### src/rtl/font_cell_sched_pkg.sv
// Shared geometry constants and FSM encoding for the font cell scheduler.
package font_cell_sched_pkg;

    localparam int unsigned C_COLS   = 16;
    localparam int unsigned C_ROWS   = 12;
    localparam int unsigned C_CELL_W = 5;
    localparam int unsigned C_CELLS  = C_COLS * C_ROWS;

    typedef enum logic {
        IDLE  = 1'b0,
        CLEAR = 1'b1
    } state_e;

endpackage

### src/rtl/font_cell_rr_arb.sv
// Two-way round-robin arbiter; grants are combinational from the requests.
module font_cell_rr_arb (
    input  logic       clk,
    input  logic       rst,
    input  logic       en,
    input  logic [1:0] req,
    output logic [1:0] gnt
);

    // ptr_q = 0 favours requester A (bit 0)
    logic ptr_q;

    always_comb begin
        gnt = 2'b00;
        if (en) begin
            case (req)
                2'b01:   gnt = 2'b01;
                2'b10:   gnt = 2'b10;
                2'b11:   gnt = ptr_q ? 2'b10 : 2'b01;
                default: gnt = 2'b00;
            endcase
        end
    end

    always_ff @(posedge clk) begin
        if (rst) begin
            ptr_q <= 1'b0;
        end else if (gnt[0]) begin
            ptr_q <= 1'b1;
        end else if (gnt[1]) begin
            ptr_q <= 1'b0;
        end
    end

endmodule

### src/rtl/font_cell_sched.sv
// Character cell scheduler: arbitrated writes into a shadow array, frame-synchronous
// commit of the shadow into the display array, and a sequential clear.
module font_cell_sched
    import font_cell_sched_pkg::C_CELL_W;
    import font_cell_sched_pkg::state_e;
    import font_cell_sched_pkg::IDLE;
    import font_cell_sched_pkg::CLEAR;
#(
    parameter logic [8:0]  C_VLOAD = 9'd0,
    parameter int unsigned C_CELLS = font_cell_sched_pkg::C_CELLS
) (
    input  logic                          CK_i,
    input  logic                          RST_i,
    input  logic                          PX_CK_EE_i,
    input  logic [8:0]                    VCTRs_i,
    input  logic                          A_VLD_i,
    output logic                          A_RDY_o,
    input  logic [7:0]                    A_IDXs_i,
    input  logic [4:0]                    A_CODEs_i,
    input  logic                          B_VLD_i,
    output logic                          B_RDY_o,
    input  logic [7:0]                    B_IDXs_i,
    input  logic [4:0]                    B_CODEs_i,
    input  logic                          CLR_i,
    output logic [C_CELLS*C_CELL_W-1:0]   DATss_o,
    output logic                          LOAD_o,
    output logic                          BUSY_o,
    output logic                          ERR_o
);

    localparam int unsigned AW = $clog2(C_CELLS);
    localparam logic [AW-1:0] LAST = AW'(C_CELLS - 1);

    state_e          state_q;
    logic [AW-1:0]   cnt_q;
    logic            pend_q;
    logic            load_q;
    logic            err_q;
    logic [8:0]      vprev_q;

    logic [C_CELL_W-1:0] shadow_q [C_CELLS];
    logic [C_CELL_W-1:0] disp_q   [C_CELLS];

    logic            idle;
    logic            arb_en;
    logic [1:0]      gnt;
    logic            wr_en;
    logic            wr_ok;
    logic [7:0]      wr_idx;
    logic [4:0]      wr_code;
    logic            commit_evt;
    logic            do_commit;

    assign idle   = (state_q == IDLE);
    assign arb_en = idle && !RST_i;

    font_cell_rr_arb u_arb (
        .clk (CK_i),
        .rst (RST_i),
        .en  (arb_en),
        .req ({B_VLD_i, A_VLD_i}),
        .gnt (gnt)
    );

    assign A_RDY_o = gnt[0];
    assign B_RDY_o = gnt[1];

    // A grant only exists while the matching VLD is high, so a grant is a handshake.
    assign wr_en   = |gnt;
    assign wr_idx  = gnt[1] ? B_IDXs_i  : A_IDXs_i;
    assign wr_code = gnt[1] ? B_CODEs_i : A_CODEs_i;
    assign wr_ok   = 32'(wr_idx) < C_CELLS;

    // One event per frame: the line counter must have just arrived at C_VLOAD.
    assign commit_evt = PX_CK_EE_i && (VCTRs_i == C_VLOAD) && (VCTRs_i != vprev_q);
    assign do_commit  = idle && (commit_evt || pend_q);

    always_ff @(posedge CK_i) begin
        if (RST_i) begin
            state_q <= IDLE;
            cnt_q   <= '0;
            pend_q  <= 1'b0;
            load_q  <= 1'b0;
            err_q   <= 1'b0;
            vprev_q <= '0;
        end else begin
            load_q <= do_commit;
            if (PX_CK_EE_i) begin
                vprev_q <= VCTRs_i;
            end
            if (wr_en && !wr_ok) begin
                err_q <= 1'b1;
            end
            case (state_q)
                IDLE: begin
                    pend_q <= 1'b0;
                    if (CLR_i) begin
                        state_q <= CLEAR;
                        cnt_q   <= '0;
                    end
                end
                CLEAR: begin
                    if (commit_evt) begin
                        pend_q <= 1'b1;
                    end
                    if (cnt_q == LAST) begin
                        state_q <= IDLE;
                        cnt_q   <= '0;
                    end else begin
                        cnt_q <= cnt_q + 1'b1;
                    end
                end
                default: state_q <= IDLE;
            endcase
        end
    end

    // Display copies the pre-edge shadow, so a same-cycle write misses this commit.
    always_ff @(posedge CK_i) begin
        if (RST_i) begin
            for (int i = 0; i < C_CELLS; i++) begin
                shadow_q[i] <= '0;
                disp_q[i]   <= '0;
            end
        end else begin
            if (do_commit) begin
                for (int i = 0; i < C_CELLS; i++) begin
                    disp_q[i] <= shadow_q[i];
                end
            end
            if (idle) begin
                if (wr_en && wr_ok) begin
                    shadow_q[wr_idx[AW-1:0]] <= wr_code;
                end
            end else begin
                shadow_q[cnt_q] <= '0;
            end
        end
    end

    always_comb begin
        DATss_o = '0;
        for (int i = 0; i < C_CELLS; i++) begin
            DATss_o[i*C_CELL_W +: C_CELL_W] = disp_q[i];
        end
    end

    assign LOAD_o = load_q;
    assign BUSY_o = (state_q == CLEAR);
    assign ERR_o  = err_q;

endmodule

### config.mk
export PLATFORM = sky130hd
export DESIGN_NAME = font_cell_sched
export DESIGN_NICKNAME = d
export VERILOG_FILES = /design/src/rtl/font_cell_sched_pkg.sv /design/src/rtl/font_cell_rr_arb.sv /design/src/rtl/font_cell_sched.sv
export SDC_FILE = /design/constraint.sdc
export NUM_CORES = 2
export LEC_CHECK = 0
export ABC_CLOCK_PERIOD_IN_PS = 196600
export CAP_MARGIN = 15
export CORE_AREA = 4 4 387 389
export DETAILED_ROUTE_END_ITERATION = 8
export DIE_AREA = 0 0 391 393
export GPL_ROUTABILITY_DRIVEN = 0
export PLACE_DENSITY = 0.85
export RECOVER_POWER = 50
export SLEW_MARGIN = 15
export SYNTH_ARGS = -nofsm -noshare
export SYNTH_HDL_FRONTEND = slang
export SYNTH_SLANG_ARGS = --single-unit
### constraint.sdc
create_clock -name CK_i -period 196.6 [get_ports CK_i]
set_input_delay 39.32 -clock CK_i [delete_from_list [all_inputs] [get_ports CK_i]]
set_output_delay 39.32 -clock CK_i [all_outputs]
set_load 0.01 [all_outputs]
# ---- Word-level counts from Yosys, hierarchy flattened
# Memories as Yosys holds them, arrays and structs flattened.
# Cells that the tools add are included.
dict set report totals {
  reg_bits 22
  mem_bits_rw 1920
  in_bits 41
  out_inout_bits 965
  word_cells 450
  mem_count 2
}
# name words width rd rd_ports_with_merged_regs wr line
set mem_list {}
lappend mem_list {disp_q 192 5 192 0 192 font_cell_sched.sv:42} ;# logic [C_CELL_W-1:0] disp_q [C_CELLS];
lappend mem_list {shadow_q 192 5 192 0 192 font_cell_sched.sv:41} ;# logic [C_CELL_W-1:0] shadow_q [C_CELLS];
dict set report classes {
  addsub 1
  magnitude_cmp 1
  n_eq_ne 7
  mux 225
  n_bitwise 193
  reduce_logical 14
}
# cell count
set op_table {}
lappend op_table {{$mux W5} 195}
lappend op_table {{$or A1 B1 Y1} 192}
lappend op_table {{$mux W8} 5}
lappend op_table {{$mux W1} 19}
lappend op_table {{$pmux W8 S2} 1}
lappend op_table {{$reduce_or A5 Y1} 2}
lappend op_table {{$logic_not A9 Y1} 1}
lappend op_table {{$ne A9 B9 Y1} 1}
lappend op_table {{$add A8 B1 Y8 const B} 1}
lappend op_table {{$eq A8 B8 Y1 const B} 1}
lappend op_table {{$lt A8 B8 Y1 const B} 1}
lappend op_table {{$logic_and A1 B1 Y1} 6}
lappend op_table {{$pmux W2 S3} 1}
lappend op_table {{$eq A2 B2 Y1 const B} 2}
lappend op_table {{$mux W2} 2}
lappend op_table {{$pmux W1 S2} 2}
lappend op_table {{$eq A2 B1 Y1 const B} 1}
lappend op_table {{$logic_not A1 Y1} 2}
lappend op_table {{$ne A2 B1 Y1 const B} 1}
lappend op_table {{$ne A2 B2 Y1 const B} 1}
lappend op_table {{$reduce_bool A2 Y1} 1}
lappend op_table {{$reduce_or A2 Y1} 1}
lappend op_table {{$logic_or A1 B1 Y1} 1}
lappend op_table {{$not A1 Y1} 1}

# ---- Longest topological paths before layout
dict set report logic_depth {
  depth_word 13
  mapped_depth 10
  depth_no_buf 6
}

# ---- By module
# Synthesis repeated with hierarchy kept, for this count alone.
dict set report hier_totals {
  hier_cells 4703
  hier_area_um2 72406.9
}
# mod instances cells_each area_each_um2 seq_area_each_um2
set modules_own_cells {}
lappend modules_own_cells {font_cell_sched 1 4695 72351.9 58075.7}
lappend modules_own_cells {font_cell_rr_arb 1 8 55.1 20.0}

# ---- Worst setup path before layout
# OpenSTA, ideal clock, no wires.
dict set report synth_timing {
  kind {input to register}
  start {input port PX_CK_EE_i}
  end {memory disp_q[0][0], enable pin}
  setup_ps 3619
  arrival_ps 106826
  t_required_ps 192981
  slack_ps 86155
  cell_stages 6
  path_buffers 1
  cell_sequence {buf_2 nor4b_1 nand3_1 a31oi_1 nor2_1 o21ai_0}
}
# item line
set synth_lines {}
lappend synth_lines {{start: declaration} font_cell_sched.sv:14} ;# input logic PX_CK_EE_i,
lappend synth_lines {{end: declaration} font_cell_sched.sv:42}

# ---- Worst setup path in the final report
dict set report layout_timing {
  start {input port RST_i}
  end {output port B_RDY_o}
}
dict set report layout_via {
  elab_chain_cells 3
}
# item line
set layout_rtl {}
lappend layout_rtl {{start: declaration} font_cell_sched.sv:13} ;# input logic RST_i,
lappend layout_rtl {{$logic_not A1 Y1} font_cell_sched.sv:55} ;# assign arb_en = idle && !RST_i;
lappend layout_rtl {{$logic_and A1 B1 Y1} font_cell_sched.sv:55}
lappend layout_rtl {{$mux W2} font_cell_rr_arb.sv:15} ;# if (en) begin
lappend layout_rtl {{end: declaration} font_cell_sched.sv:21} ;# output logic B_RDY_o,
# Every way passes these cells.

==> reports/metrics.cfg <==
[run_status]
outcome=finished, violations left
failed_checks=max-capacitance violations, max-slew violations

[critical_path]
worstSetupStartpointType=primary input
rr_worst_depth=9
slowest_stage=clkbuf_1
worstPathRequired_ps=157280
reg2reg_to=disp_q[2][208]$_SDFFCE_PP0P_
crit_arrival_ps=43040
crit_path_max_fanout=51
worst_setup_path_end_kind=primary output
cp_slowest_stage_delay_ps=2110
rrSetupSlack_ps=182840
worstSetupPathType=in -> out
r2r-start=vprev_q[3]$_SDFFE_PP0P_
path_cells=clkbuf_1 -> nor3b_4 -> nand2_2 -> inv_1 -> clkdlybuf4s50_1

[grt]
overflow=0
grt_pass1_wl_microns=357500
grt_pass1_vias=47445
grt_usage_pct=33.46
grt_max_degree=266
antenna_found_initial=31

[synth]
netlist_instances=4875
yosysMostFrequentCell=edfxtp_1
ys.flop_type=edfxtp_1
yosysTopAreaCell=edfxtp_1
avgSynthCellArea_sq_um=15.38
synth_common_cells=1,920 x edfxtp_1, 712 x nor3_1, 651 x and2_1
ys_types=59
yosys_register_bits=1942
syn_area_sq_um=74990
ys_seq_area_share_pct=77.47
synth.area.top_cells=edfxtp_1 77%, and2_1 5.4%, nor3_1 4.8%, nor2b_1 2.6%, nor4_1 2.2%
synth-edff-count=1920
synth_async_sr_flop_share_pct=0
synthesis.nets=4917
yosysWarnings=0
netlist.area_leader.share_pct=76.88

[sta]
fin_crit_ps=82360
grt_setup_unrepaired=false
finalMaxSlewViolations=2070
timing.final.crit_share_pct=41.89
final-setup-viol-count=0
finalHoldViolCount=0
worstMarginPinSlew_ps=11650
finClkSkew_ps=73.17
slew-limit-headroom_pct=-676.9
max_freq_mhz=12.14
setup_ws_ps=114240
setup_tns_ps=0

[route]
drtIter0Drc=7279
drc=0
vias=49178
drt_wl_total_microns=262700
drtAntennaViolNets=0
dr.pass1.iters=8
wire_per_inst_microns=33.67
viasPerCell=6.302

[floorplan]
io_pins=1006
row_count=141
die_area_sq_um=153700
initial_core_util_pct=51.09
dieHeight_microns=393
die_x_microns=391
core_area_sq_um=146800

[finish]
drive_above_1_share_pct=7.387
multiInputGateArea_sq_um=15070
final_core_util_pct=62.96
register_area_sq_um=58100
final_nets=5736
layout-area-overhead-vs-synth_pct=23.23
fill_cells=9759

[placed_design]
pre_cts_ws_ps=115300
hpwl_microns=168900
io_buffers=1005

[cts]
numCtsBuffers=181
cts_buffer_depth=3
postCtsSetupBuffers=0
cts_sinks=1942
path_clk_slew_ps=60
cts_root_buf=clkbuf_16
cts_tree=built
htree_levels=4
cts_resized=0
hold_buffers=0
clk_latency_ps=850

[power]
ir_worst_vdd_mv=0.01017
total_leakage_power_uw=0.03199
pwr_density_cell_nw_per_um2=9.761

[min_path]
hold_path_end=disp_q[0][95]$_SDFFCE_PN0P_
holdCritPathClass=reg -> reg
min_path_cells=1
worstHoldStart=shadow_q[19][0]$_SDFFCE_PN0P_

[flow_run]
drv_cap=47

==> placed cells by master (no fill, tap or decap), types with 34 or more instances in the layout <==
| cell type | n |
|---|---|
| and2_1 | 433 |
| a41o_1 | 41 |
| dlygate4sd3_1 | 963 |
| o31ai_1 | 85 |
| nand3_1 | 46 |
| clkbuf_1 | 77 |
| clkinv_1 | 43 |
| clkdlybuf4s50_1 | 41 |
| buf_4 | 90 |
| nor2b_1 | 315 |
| edfxtp_1 | 1920 |
| o21ai_0 | 37 |
| clkinv_2 | 34 |
| nor3_1 | 712 |
| nand4_1 | 35 |
| clkbuf_16 | 182 |
| nor4_1 | 266 |
| and2_0 | 218 |
| nor2_1 | 35 |
==> worst max-delay path by stage <==
stage / startpoint / endpoint / slack (ps) / cells after the start
after floorplan: PX_CK_EE_i / disp_q[0][0]$_SDFFCE_PN0P_ / 86160 / 6
after global placement: B_VLD_i / B_RDY_o / 115360 / 5
after detailed placement: B_VLD_i / B_RDY_o / 115300 / 5
after CTS: B_VLD_i / B_RDY_o / 115290 / 5
after global routing: RST_i / B_RDY_o / 114100 / 5
final: RST_i / B_RDY_o / 114240 / 5
==> cells by family (layout without fill, tap and decap cells) <==
| kind of cell | count (synthesis) | in the layout | share of synthesized area (%) |
|---|---|---|---|
| adder cells (fa/ha/maj) | 1 | 1 | 0.01668 |
| multiplexers | 9 | 9 | 0.1201 |
| other | 0 | 25 | 0 |
| AND/OR/NAND/NOR | 2143 | 2143 | 16.61 |
| flip-flops | 1942 | 1942 | 77.47 |
| XOR/XNOR | 11 | 11 | 0.1285 |
| buffers and inverters | 504 | 1477 | 2.803 |
| AO/OA/AOI/OAI | 265 | 265 | 2.856 |
==> registers in the layout, indices dropped and copies added, names as in the netlist <==
signal       cells
LOAD_o           1
BUSY_o           1
pend_q           1
shadow_q       960
vprev_q          9
u_arb.ptr_q      1
cnt_q            8
disp_q         960
ERR_o            1
==> per-stage QoR <==
step	cells	hold WS (ps)	total power (uW)	cell area [sq um]
2_1_floorplan	4875	449.1	542.4	74990
3_5_place_dp	7441	465.8	564.1	86890
4_1_cts	7778	462.4	903.3	92710
5_1_grt	7788	473.0	923.0	92380
3_3_place_gp	7439	456.4	561.5	86820
6_report	7803	467.9	902.1	92420
==> report_power, final <==
part / switching [uW] / internal (uW) / total, uW
Clock: 157 / 190 / 347
Combinational: 59.3 / 18.3 / 77.6
Sequential: 6.88 / 470 / 477
==> worst max-delay path, delay by kind of cell <==
family | cells | cell delay [ps]
simple gates | 2 | 680
buf+inv | 3 | 3020
==> cell type report <==
type / instances / area share [%]
antenna: 25 / 0.06769
clock buffer: 219 / 5.078
clock inverter: 118 / 1.212
multi-input combinational: 2429 / 16.30
timing repair buffer: 1137 / 11.85
inverter: 3 / 0.01354
sequential: 1942 / 62.86
tap: 1930 / 2.613
==> layer usage <==
metal	vias up	track usage, %	routed length, microns
li1	20047	-	-
met1	24085	40.38	87130
met2	4177	53.42	123100
met3	859	9.531	32580
met4	10	21.01	19840
met5	-	0	75
(Power assumes the default switching activity.)
